### config.mk
export PLATFORM = sky130hd
export DESIGN_NAME = imm_ext_pipe
export DESIGN_NICKNAME = d
export VERILOG_FILES = /design/src/rtl/imm_ext_pipe.sv
export SDC_FILE = /design/constraint.sdc
export NUM_CORES = 1
export LEC_CHECK = 0
export BUFFER_PORTS_ARGS = -buffer_cell sky130_fd_sc_hd__buf_2
export CAP_MARGIN = 25
export CORE_ASPECT_RATIO = 0.5
export CORE_MARGIN = 5
export CORE_UTILIZATION = 45
export DETAILED_ROUTE_END_ITERATION = 10
export PLACE_DENSITY = 0.75
export SYNTH_ARGS = -nofsm -noshare
export SYNTH_HDL_FRONTEND = slang
export SYNTH_SLANG_ARGS = --single-unit
### constraint.sdc
create_clock -name clk -period 1.4 [get_ports clk]
set_input_delay 0.35 -clock clk [delete_from_list [all_inputs] [get_ports clk]]
set_output_delay 0.35 -clock clk [all_outputs]
set_load 0.01 [all_outputs]
### src/rtl/imm_ext_pipe.sv
// rtl/imm_ext_pipe.sv - registered ID->EX immediate extension stage; IMM_EXT_SKID_EN selects the 2-entry skid buffer
module imm_ext_pipe #(
  parameter int IN_W  = 16,
  parameter int OUT_W = 32,
  parameter int TAG_W = 5
) (
  input  logic             clk,
  input  logic             rst,
  input  logic             flush,
  input  logic             in_valid,
  output logic             in_ready,
  input  logic [IN_W-1:0]  imm_in,
  input  logic [1:0]       mode,
  input  logic [TAG_W-1:0] tag_in,
  output logic             out_valid,
  input  logic             out_ready,
  output logic [OUT_W-1:0] imm_out,
  output logic [TAG_W-1:0] tag_out
);

  localparam int EXT_W = OUT_W - IN_W;

  // The branch mode shifts the sign-extended value left by two, so two spare bits are needed.
  if (OUT_W < IN_W + 2) begin : g_width_check
    $error("imm_ext_pipe: OUT_W must be >= IN_W+2");
  end

  logic [OUT_W-1:0] w_sign;
  logic [OUT_W-1:0] w_ext;

  // Extend the incoming immediate now so held entries are stored in final form.
  always_comb begin
    w_sign = {{EXT_W{imm_in[IN_W-1]}}, imm_in};
    w_ext  = w_sign;
    case (mode)
      2'b00:   w_ext = w_sign;
      2'b01:   w_ext = {{EXT_W{1'b0}}, imm_in};
      2'b10:   w_ext = {imm_in, {EXT_W{1'b0}}};
      default: w_ext = {w_sign[OUT_W-3:0], 2'b00};
    endcase
  end

`ifdef IMM_EXT_SKID_EN

  localparam logic [1:0] S_EMPTY = 2'd0;
  localparam logic [1:0] S_ONE   = 2'd1;
  localparam logic [1:0] S_TWO   = 2'd2;

  logic [1:0]       r_cnt;
  logic             r_out_valid;
  logic             r_in_ready;
  logic [OUT_W-1:0] r_head_imm;
  logic [TAG_W-1:0] r_head_tag;
  logic [OUT_W-1:0] r_tail_imm;
  logic [TAG_W-1:0] r_tail_tag;
  logic             w_accept;
  logic             w_retire;
  logic [1:0]       w_cnt_nxt;

  assign w_accept  = in_valid & r_in_ready;
  assign w_retire  = r_out_valid & out_ready;
  assign in_ready  = r_in_ready;
  assign out_valid = r_out_valid;
  assign imm_out   = r_head_imm;
  assign tag_out   = r_head_tag;

  // Occupancy transition for the handshake events of this cycle.
  always_comb begin
    w_cnt_nxt = r_cnt;
    case (r_cnt)
      S_EMPTY: if (w_accept) w_cnt_nxt = S_ONE;
      S_ONE: begin
        if (w_accept && !w_retire)      w_cnt_nxt = S_TWO;
        else if (!w_accept && w_retire) w_cnt_nxt = S_EMPTY;
      end
      S_TWO:   if (w_retire) w_cnt_nxt = S_ONE;
      default: w_cnt_nxt = S_EMPTY;
    endcase
  end

  // State, flags and the two entry registers; head is always the oldest entry.
  always_ff @(posedge clk) begin
    if (rst) begin
      r_cnt       <= S_EMPTY;
      r_out_valid <= 1'b0;
      r_in_ready  <= 1'b1;
      r_head_imm  <= '0;
      r_head_tag  <= '0;
      r_tail_imm  <= '0;
      r_tail_tag  <= '0;
    end else if (flush) begin
      r_cnt       <= S_EMPTY;
      r_out_valid <= 1'b0;
      r_in_ready  <= 1'b1;
    end else begin
      r_cnt       <= w_cnt_nxt;
      r_out_valid <= (w_cnt_nxt != S_EMPTY);
      r_in_ready  <= (w_cnt_nxt != S_TWO);
      case (r_cnt)
        S_EMPTY: begin
          if (w_accept) begin
            r_head_imm <= w_ext;
            r_head_tag <= tag_in;
          end
        end
        S_ONE: begin
          if (w_accept && w_retire) begin
            r_head_imm <= w_ext;
            r_head_tag <= tag_in;
          end else if (w_accept) begin
            r_tail_imm <= w_ext;
            r_tail_tag <= tag_in;
          end
        end
        S_TWO: begin
          if (w_retire) begin
            r_head_imm <= r_tail_imm;
            r_head_tag <= r_tail_tag;
          end
        end
        default: ;
      endcase
    end
  end

`else

  localparam logic [0:0] S_EMPTY = 1'b0;
  localparam logic [0:0] S_ONE   = 1'b1;

  logic [0:0]       r_cnt;
  logic [OUT_W-1:0] r_head_imm;
  logic [TAG_W-1:0] r_head_tag;
  logic             w_accept;
  logic             w_retire;

  assign out_valid = (r_cnt == S_ONE);
  assign in_ready  = !out_valid | out_ready;
  assign w_accept  = in_valid & in_ready;
  assign w_retire  = out_valid & out_ready;
  assign imm_out   = r_head_imm;
  assign tag_out   = r_head_tag;

  // Single holding register; an accept in the same cycle as a retire replaces the head.
  always_ff @(posedge clk) begin
    if (rst) begin
      r_cnt      <= S_EMPTY;
      r_head_imm <= '0;
      r_head_tag <= '0;
    end else if (flush) begin
      r_cnt <= S_EMPTY;
    end else if (w_accept) begin
      r_cnt      <= S_ONE;
      r_head_imm <= w_ext;
      r_head_tag <= tag_in;
    end else if (w_retire) begin
      r_cnt <= S_EMPTY;
    end
  end

`endif

endmodule

==> results by group, run 1 <==
Layout
  • Layout cells sized above 1: 0.370
  • Diode count: 0
  • Fin cells: 316
  • Util after Layout: 0.631
  • Final non-filler cell area: 2250 um2
  • Synth-to-layout area growth: 29.8%
  • Layout Nets: 292

Power
  • Psw: 0.000670 W
  • Share of total power in the clock network: 0.326
  • Static leakage: 0.957 nW
  • Share of power burned in registers: 0.490
  • P_int: 0.00174 W
  • Peak supply drop: 0.484 mV
  • Cell Pwr Density: 1070 nW/um2
  • Comb power frac: 0.184
  • Sw Ratio: 0.278

Synth
  • Post-synthesis adder-cell area fraction: 0
  • Gate Count Post-Synth: 198
  • Area leader, netlist: dfxtp_1
  • Xor and xnor area share after synthesis: 0.00506
  • Complex-gate fraction of the synthesized area: 0.322
  • Top post-synthesis cells by area: dfxtp_1 44%, a21oi_1 14%, a211oi_1 11%, nand2_1 3.7%, buf_4 3.0%
  • Synth top cells by count: 50 x a21oi_1, 38 x dfxtp_1, 26 x a211oi_1
  • Post-synth EDFFs: 0
  • Simple-gate share of the synthesized area: 0.150
  • Post-synth top area share: 0.439
  • Largest family of logic cells by synthesized area: compound AO/OA/AOI/OAI gates
  • Mapped Area: 1730 um2
  • Avg Synthesized Cell Area: 8.75 um2
  • Most common cell in the netlist: a21oi_1
  • Most common flop cell mapped by yosys: dfxtp_1
  • Synth Warn #: 0
  • Count of cell types in the netlist: 29
  • Post-synthesis mux area share: 0
  • Asr flop ratio synth: 0
  • Syn Nets: 226
  • Seq/Total Area, Yosys: 0.439
  • Synth Register Bits: 38

Critical path
  • Crit path kind: reg -> out
  • Critical Path Start Type: flip-flop
  • Endpoint class of the critical path: output port
  • WP data required: 1.05 ns
  • Critical path data arrival time: 0.98 ns
  • Crit path max fanout: 2

Clock network
  • Clock Root Buffer: clkbuf_8
  • Worst-path clk slew: 0.07 ns
  • Worst skew pair latency: 0.28 ns
  • Cts hold-fix bufs: 0
  • H-Tree Depth: 2
  • CTS max path bufs: 2
  • Total CTS buffers: 5
  • Clock tree sinks: 38
  • CTS tree: built

Placed design
  • RD Place Congestion: 0.833
  • Placed cell count: 306
  • Port Buffers: 66
  • Area after DPL: 2120 um2
  • HPWL Detailed: 3320 um

Global route
  • Global route overflow: 0
  • Pin count of the biggest net entering global routing: 38
  • All-Layer GR Usage: 0.181
  • Vias in the first global route: 1560
  • Initial antenna violation count: 0
  • First-pass GRT wire length: 7640 um

Timing
  • Skew final: 0.00388 ns
  • Period utilisation layout: 0.949
  • Slew Limit Headroom: 0.732
  • Count of final setup violators: 0
  • Fin crit period: 1.33 ns
  • Setup TNS: 0 ns
  • Worst slew pin tran: 0.401 ns
  • Hold Vio Cnt, Final: 0
  • Final Max Tran Viols: 0
  • Fmax: 0.753 GHz
  • RSZ-0062 raised after global routing: no

Die
  • IO Pins: 67
  • Initial core utilization: 0.486
  • Die extent in y: 53.9 um
  • Area of the die: 5260 um2
  • Rows: 15
  • Die X: 97.7 um
  • Core area: 3570 um2

Run
  • MaxCap Viol Count: 0

Drt
  • DRT iter0 DRCs: 120
  • DR pass1 iterations: 4
  • Via count: 1697
  • Drc violations: 0
  • DRT antenna net count: 0
  • Vias per Instance: 5.37
  • Total Wirelength: 4750 um
  • Routed length per placed instance: 15.0 um

Outcome
  • Status: finished clean

Hold path
  • Worst hold path class: in -> reg
[power groups by stage]
stage | clock, W | combinational (W) | sequential [W]
4_1_cts | 0.000798 | 0.000444 | 0.00118
3_3_place_gp | 0 | 0.000429 | 0.00121
2_1_floorplan | 0 | 0.000229 | 0.00124
6_report | 0.000786 | 0.000445 | 0.00118
5_1_grt | 0.000857 | 0.000486 | 0.00119
3_5_place_dp | 0 | 0.000436 | 0.00121
[metrics by stage]
stage,power [W],worst slack (ns),hold slack (ns)
5_1_grt,0.00253,0.0160,0.308
2_1_floorplan,0.00147,0.133,0.429
3_3_place_gp,0.00163,-0.159,0.460
6_report,0.00241,0.0712,0.315
4_1_cts,0.00242,-0.0170,0.308
3_5_place_dp,0.00164,-0.164,0.466
[layer usage]
| layer | global-route usage | share of wire | vias up |
|---|---|---|---|
| li1 | - | - | 843 |
| met1 | 0.245 | 0.49 | 800 |
| met2 | 0.288 | 0.46 | 50 |
| met3 | 0.0505 | 0.049 | 4 |
| met4 | 0.0506 | 0.0053 | 0 |
| met5 | 0 | 0 | - |
[layout by cell type (no fill, tap or decap), types with 2 or more instances in the layout]
cell / synthesis / routed
buf_2: 6 / 66
nand4b_1: 2 / 2
dfxtp_1: 38 / 37
buf_4: 7 / 10
nand2_1: 17 / 17
clkbuf_8: 0 / 6
a211oi_1: 26 / 26
nor2b_1: 8 / 7
a21oi_1: 50 / 50
o21ai_0: 8 / 8
nand3_1: 5 / 5
and2b_1: 6 / 6
nand2b_1: 2 / 2
buf_12: 0 / 4
[timing repair]
action,CTS,global route
gates resized for setup,1,2
cloned,0,0
setup endpoints to repair,1,1
buffers inserted,1,1
[kinds of logic (layout without fill, tap and decap cells)]
| kind of cell | count (synthesis) | count (layout) |
|---|---|---|
| AOI/OAI and AO/OA | 90 | 90 |
| buffers and inverters | 23 | 90 |
| and+or+nand+nor | 46 | 46 |
| DFF | 38 | 38 |
| xor gates and xnor gates | 1 | 1 |
[flip-flops by register name, summed over array words and instances, names as in the netlist]
signal,flops
imm_out,32
tag_out,5
out_valid,1
[cell type report]
| type | instances | area (um2) |
|---|---|---|
| clock buffer | 6 | 82.6 |
| clock inverter | 2 | 12.5 |
| fill | 313 | 1320 |
| inverter | 2 | 7.51 |
| multi-input combinational | 137 | 835 |
| sequential | 38 | 762 |
| tap | 51 | 63.8 |
| timing repair buffer | 80 | 485 |
[path summary, 6_finish.rpt]
check / startpoint / slack (ns) / cells past startpoint / to
worst max register to register: out_valid$_SDFFE_PP0P_ / 0.11 / 6 / imm_out[26]$_SDFFE_PP0P_
worst min register to register: imm_out[0]$_SDFFE_PP0P_ / 0.48 / 2 / imm_out[0]$_SDFFE_PP0P_
worst max-delay path: out_valid$_SDFFE_PP0P_ / 0.07 / 3 / in_ready
worst min-delay path: tag_in[1] / 0.32 / 3 / tag_out[1]$_SDFFE_PP0P_
[worst max-delay path, cell delays in order, from the launching register on]
cell and delay [ns]:
dfxtp_2 0.33, nor2b_4 0.18, inv_2 0.05, buf_2 0.13
Power figures use the tool's default switching activity.
==> run 2, diff against run 1 <==
--- a/config.mk
+++ b/config.mk
@@ -9,7 +9,9 @@
 export CAP_MARGIN = 25
+export CELL_PAD_IN_SITES_DETAIL_PLACEMENT = 1
+export CELL_PAD_IN_SITES_GLOBAL_PLACEMENT = 1
 export CORE_ASPECT_RATIO = 0.5
 export CORE_MARGIN = 5
-export CORE_UTILIZATION = 45
+export CORE_UTILIZATION = 35
 export DETAILED_ROUTE_END_ITERATION = 10
-export PLACE_DENSITY = 0.75
+export PLACE_DENSITY_LB_ADDON = 0.1
 export SYNTH_ARGS = -nofsm -noshare
--- a/constraint.sdc
+++ b/constraint.sdc
@@ -3,2 +3,2 @@
 set_output_delay 0.35 -clock clk [all_outputs]
-set_load 0.01 [all_outputs]
+set_load 0.02 [all_outputs]
==> results by group, run 2 (synthesis gave the netlist of run 1 again) <==
Timing
  • RSZ-0062 raised after global routing: no
  • Hold Vio Cnt, Final: 0 (unchanged)
  • Period utilisation layout: 0.951 (+0.00150)
  • Fin crit period: 1.33 ns (+0.00209 ns)
  • Worst slew pin tran: 0.392 ns (-0.00987 ns)
  • Final Max Tran Viols: 0 (unchanged)
  • Setup TNS: 0 ns (unchanged)
  • Fin Hold WS: 0.303 ns (-0.0125 ns)
  • Count of final setup violators: 0 (unchanged)
  • Fmax: 0.751 GHz (-0.16%)
  • Slew Limit Headroom: 0.738 (+0.00660)
  • Skew final: 0.00745 ns (+0.00357 ns)

Clock network
  • CTS tree: built
  • Clock tree sinks: 38 (unchanged)
  • Total CTS buffers: 5 (unchanged)
  • H-Tree Depth: 2 (unchanged)
  • Worst-path clk slew: 0.07 ns (about the same)
  • CTS max path bufs: 2 (unchanged)
  • Clock Root Buffer: clkbuf_8
  • Worst skew pair latency: 0.30 ns (+0.02 ns)

Drt
  • DRT antenna net count: 0 (unchanged)
  • Total Wirelength: 5610 um (+18%)
  • Vias per Instance: 5.23 (-2.6%)
  • DR pass1 iterations: 5 (+1)
  • Via count: 1752 (+3.2%)
  • Drc violations: 0 (unchanged)
  • DRT iter0 DRCs: 67 (-44%)
  • Routed length per placed instance: 16.8 um (+12%)

Layout
  • Fin cells: 335 (+6.0%)
  • Layout cells sized above 1: 0.370 (unchanged)
  • Util after Layout: 0.470 (-0.160)
  • Layout Nets: 293 (+0.34%)
  • Multi-input gate area: 835 um2 (unchanged)
  • Synth-to-layout area growth: 32.1%
  • Commonest non-fill, non-tap cells in the layout: 65 x buf_2, 50 x a21oi_1, 37 x dfxtp_1, 26 x a211oi_1, 17 x nand2_1
  • Diode count: 0 (unchanged)
  • Max reg flops: 32 (unchanged)
  • Fill cells: 604 (+93%)
  • Area occupied by registers: 762 um2 (unchanged)
  • Most common cell after layout, fill and taps aside: buf_2

Critical path
  • Critical path capture point: in_ready
  • Critical Path Start Type: flip-flop
  • R2R setup slack: 0.17 ns (+0.06 ns)
  • Endpoint class of the critical path: output port
  • Crit path launch: out_valid$_SDFFE_PP0P_
  • Worst Reg-to-Reg Cells: 6 (unchanged)
  • Crit path max fanout: 3 (+1)
  • Reg2reg start: out_valid$_SDFFE_PP0P_
  • Critical path data arrival time: 0.98 ns (about the same)
  • Crit path kind: reg -> out
  • R2r endpoint: imm_out[22]$_SDFFE_PP0P_
  • WP data required: 1.05 ns (about the same)

Hold path
  • Worst hold path class: in -> reg

Die
  • Rows: 18 (+3)
  • IO Pins: 67 (unchanged)
  • Initial core utilization: 0.356 (-0.130)
  • Die extent in y: 59.7 um (+11%)
  • Die X: 109 um (+12%)
  • Area of the die: 6540 um2 (+24%)
  • Core area: 4860 um2 (+36%)

Placed design
  • RD Place Congestion: 0.767 (-7.9%)
  • Placed cell count: 326 (+6.5%)
  • Port Buffers: 66 (unchanged)
  • HPWL Detailed: 3900 um (+18%)

Global route
  • Vias in the first global route: 1758 (+13%)
  • First-pass GRT wire length: 9060 um (+19%)
  • Global route overflow: 0 (unchanged)
  • Pin count of the biggest net entering global routing: 39 (+2.6%)
  • Initial antenna violation count: 0 (unchanged)
  • All-Layer GR Usage: 0.181 (about the same)

Power
  • Static leakage: 0.971 nW (+1.5%)
  • Peak supply drop: 0.467 mV (-3.4%)
  • Cell Pwr Density: 1160 nW/um2 (+8.4%)

Run
  • MaxCap Viol Count: 0 (unchanged)

Outcome
  • Status: finished clean
## run 2: cell types whose count changed in the layout (fill, tap and decap cells not counted)
cell,change
buf_12,-1
buf_2,-1
buf_4,+3
clkinvlp_4,-1
bufinv_16,+1
clkinv_2,-1
## run 2: worst min path at each step
stage | from | to | slack [ns] | depth (start not counted)
CTS | tag_in[3] | tag_out[3]$_SDFFE_PP0P_ | 0.29 | 3
global route | tag_in[3] | tag_out[3]$_SDFFE_PP0P_ | 0.29 | 3
global placement | tag_out[4]$_SDFFE_PP0P_ | tag_out[4]$_SDFFE_PP0P_ | 0.46 | 2
detailed placement | imm_out[1]$_SDFFE_PP0P_ | imm_out[1]$_SDFFE_PP0P_ | 0.47 | 2
finish | tag_in[3] | tag_out[3]$_SDFFE_PP0P_ | 0.30 | 3
floorplan | flush | out_valid$_SDFFE_PP0P_ | 0.43 | 1
## run 2: report_power, final
part	total, W	switching, W	leakage (nW)	internal [W]
registers	0.00118	0.0000350	0.313	0.00115
clock network	0.000970	0.000399	0.0573	0.000570
logic	0.000506	0.000307	0.601	0.000200
total	0.00266	0.000741	0.971	0.00192
## run 2: per-layer routing
metal | wire length (um) | track usage | part of all wire | up-vias
li1 | - | - | - | 843
met1 | 2710 | 0.242 | 0.48 | 856
met2 | 2490 | 0.286 | 0.44 | 48
met3 | 374 | 0.0518 | 0.067 | 5
met4 | 40 | 0.0533 | 0.0071 | 0
met5 | 0 | 0 | 0 | -
## run 2: stage by stage
stage | total power, W | setup slack (ns) | area (um2)
after global placement | 0.00170 | -0.0933 | 2150
final | 0.00266 | 0.0691 | 2290
after floorplan | 0.00152 | 0.0550 | 1730
after detailed placement | 0.00171 | -0.140 | 2150
after global routing | 0.00280 | 0.0181 | 2290
after CTS | 0.00269 | -0.0227 | 2280
## run 2: repair_timing
action                     4_1_cts  5_1_grt
cloned                           0        0
gates resized for setup          1        3
hold buffers                     0        0
setup endpoints to repair        1        1
buffers inserted                 1        1
## run 2: critical path: stages, from the launching register on
cell and delay [ns]:
dfxtp_2 0.33, nor2b_4 0.16, inv_2 0.05, buf_4 0.15
## run 2: area by class of cell
class / instances / area share
clock buffer: 6 / 0.0361
inverter: 2 / 0.00328
timing repair buffer: 81 / 0.211
clock inverter: 1 / 0.0131
multi-input combinational: 137 / 0.365
tap: 70 / 0.0383
sequential: 38 / 0.333
==> run 3, diff against run 2 <==
- SETUP_SLACK_MARGIN: default -> 0.15
==> results by group, run 3 (synthesis gave the netlist of run 1 again) <==
Layout
  • Commonest non-fill, non-tap cells in the layout: 65 x buf_2, 42 x a21oi_1, 37 x dfxtp_1, 22 x a211oi_1, 17 x nand2_1
  • Fin cells: 340 (+1.5%)
  • Area occupied by registers: 762 um2 (unchanged)
  • Most common cell after layout, fill and taps aside: buf_2
  • Layout Nets: 297 (+1.4%)
  • Diode count: 0 (unchanged)
  • Util after Layout: 0.501 (+0.0311)
  • Multi-input gate area: 900 um2 (+7.8%)
  • Fill cells: 607 (+0.50%)
  • Synth-to-layout area growth: 40.8%
  • Max reg flops: 32 (unchanged)
  • Layout cells sized above 1: 0.426 (+0.0561)

Clock network
  • Total CTS buffers: 5 (unchanged)
  • Clock Root Buffer: clkbuf_8
  • Cts hold-fix bufs: 0 (unchanged)
  • Worst skew pair latency: 0.30 ns (about the same)
  • Worst-path clk slew: 0.08 ns (about the same)
  • Clock tree sinks: 38 (unchanged)
  • CTS tree: built
  • CTS max path bufs: 2 (unchanged)
  • H-Tree Depth: 2 (unchanged)

Drt
  • DRT iter0 DRCs: 45 (-33%)
  • Total Wirelength: 5940 um (+5.8%)
  • Routed length per placed instance: 17.5 um (+4.3%)
  • DR pass1 iterations: 4 (-1)
  • Via count: 1767 (+0.86%)
  • Drc violations: 0 (unchanged)
  • Vias per Instance: 5.20 (-0.63%)
  • DRT antenna net count: 0 (unchanged)

Global route
  • First-pass GRT wire length: 8760 um (-3.3%)
  • Vias in the first global route: 1818 (+3.4%)
  • Initial antenna violation count: 0 (unchanged)
  • Global route overflow: 0 (unchanged)
  • All-Layer GR Usage: 0.175 (-0.00555)
  • Pin count of the biggest net entering global routing: 39 (unchanged)

Critical path
  • R2R setup slack: 0.13 ns (-0.04 ns)
  • WP data required: 1.05 ns (about the same)
  • R2r endpoint: imm_out[20]$_SDFFE_PP0P_
  • Reg2reg start: out_valid$_SDFFE_PP0P_
  • Worst Reg-to-Reg Cells: 6 (unchanged)
  • Endpoint class of the critical path: output port
  • Crit path kind: reg -> out
  • Critical path data arrival time: 0.99 ns (about the same)
  • Critical path capture point: in_ready
  • Crit path launch: out_valid$_SDFFE_PP0P_
  • Crit path max fanout: 4 (+1)
  • Critical Path Start Type: flip-flop

Power
  • Peak supply drop: 0.418 mV (-10%)
  • Sw Ratio: 0.295 (+0.0160)
  • Share of power burned in registers: 0.440 (-0.005)
  • Static leakage: 1.02 nW (+5.2%)
  • Cell Pwr Density: 1110 nW/um2 (-4.9%)
  • Psw: 0.000795 W (+7.3%)
  • Share of total power in the clock network: 0.357 (-0.008)
  • Overall power: 0.00270 W (+1.4%)
  • Comb power frac: 0.203 (+0.013)
  • P_int: 0.00190 W (-0.81%)

Timing
  • Fmax: 0.747 GHz (-0.54%)
  • Hold Vio Cnt, Final: 0 (unchanged)
  • Setup TNS: 0 ns (unchanged)
  • RSZ-0062 raised after global routing: yes
  • Fin crit period: 1.34 ns (+0.00718 ns)
  • Count of final setup violators: 0 (unchanged)
  • Slew Limit Headroom: 0.808 (+0.0691)
  • Period utilisation layout: 0.956 (+0.00513)
  • Final Max Tran Viols: 0 (unchanged)
  • Skew final: 0.00560 ns (-0.00185 ns)
  • Worst slew pin tran: 0.289 ns (-0.103 ns)

Die
  • Die extent in y: 59.7 um (unchanged)
  • Area of the die: 6540 um2 (unchanged)
  • Die X: 109 um (unchanged)
  • Core area: 4860 um2 (unchanged)
  • Initial core utilization: 0.356 (unchanged)
  • IO Pins: 67 (unchanged)
  • Rows: 18 (unchanged)

Run
  • MaxCap Viol Count: 0 (unchanged)

Outcome
  • Status: finished clean

Placed design
  • Port Buffers: 66 (unchanged)
  • Placed cell count: 326 (unchanged)
  • RD Place Congestion: 0.761 (-0.82%)
  • HPWL Detailed: 3860 um (-0.99%)

Hold path
  • Hold path depth: 3 (unchanged)
  • Worst hold path class: in -> reg
[run 3: cell types whose count changed in the layout (fill, tap and decap cells not counted)]
cell	before	now
a21oi_1	50	42
clkbuf_8	6	5
a21oi_2	0	6
clkinvlp_4	0	2
buf_6	0	2
a211oi_2	1	5
buf_12	3	4
clkbuf_16	0	2
buf_4	13	12
a211oi_1	26	22
a21oi_4	0	2
[run 3: per-stage QoR]
stage | worst slack, ns | hold WS, ns | cell area, um2
after floorplan | 0.133 | 0.422 | 1740
after global placement | -0.104 | 0.457 | 2150
after detailed placement | -0.160 | 0.466 | 2150
after CTS | 0.0314 | 0.295 | 2280
after global routing | -0.00791 | 0.312 | 2440
final | 0.0620 | 0.301 | 2440
[run 3: how the worst min path moves through the flow]
stage,from,endpoint,slack [ns]
global route,tag_in[0],tag_out[0]$_SDFFE_PP0P_,0.31
global placement,imm_out[31]$_SDFFE_PP0P_,imm_out[31]$_SDFFE_PP0P_,0.46
detailed placement,tag_out[3]$_SDFFE_PP0P_,tag_out[3]$_SDFFE_PP0P_,0.47
finish,tag_in[2],tag_out[2]$_SDFFE_PP0P_,0.30
floorplan,flush,out_valid$_SDFFE_PP0P_,0.42
CTS,tag_in[2],tag_out[2]$_SDFFE_PP0P_,0.30
[run 3: layout make-up]
cell class,count,area share
Multi-Input combinational cell,137,0.369
Sequential cell,38,0.312
Timing Repair Buffer,85,0.233
Tap cell,70,0.0359
Clock buffer,5,0.0282
Clock inverter,3,0.0185
Inverter,2,0.00308
[run 3: metal layers]
| layer | vias up | track usage | wire length, um |
|---|---|---|---|
| met5 | - | 0 | 0 |
| met3 | 6 | 0.0712 | 493 |
| met1 | 856 | 0.218 | 2630 |
| met4 | 0 | 0.0444 | 59 |
| met2 | 54 | 0.286 | 2760 |
| li1 | 851 | - | - |
[run 3: power by group through the flow]
stage	registers, W	clock network (W)	logic [W]
final	0.00119	0.000964	0.000548
after global routing	0.00120	0.00103	0.000595
after CTS	0.00118	0.000974	0.000508
after detailed placement	0.00121	0	0.000503
after global placement	0.00120	0	0.000494
after floorplan	0.00129	0	0.000231
[run 3: worst max-delay path, cell delays in order (launching register included)]
cell and delay, ns:
dfxtp_2 0.33, nor2b_4 0.18, inv_2 0.06, buf_6 0.13
[run 3: timing repair]
item,4_1_cts,5_1_grt
buffers inserted,1,2
gates cloned,0,3
resized for setup,3,15
pin swaps,0,9
endpoints found under the setup margin,16,27
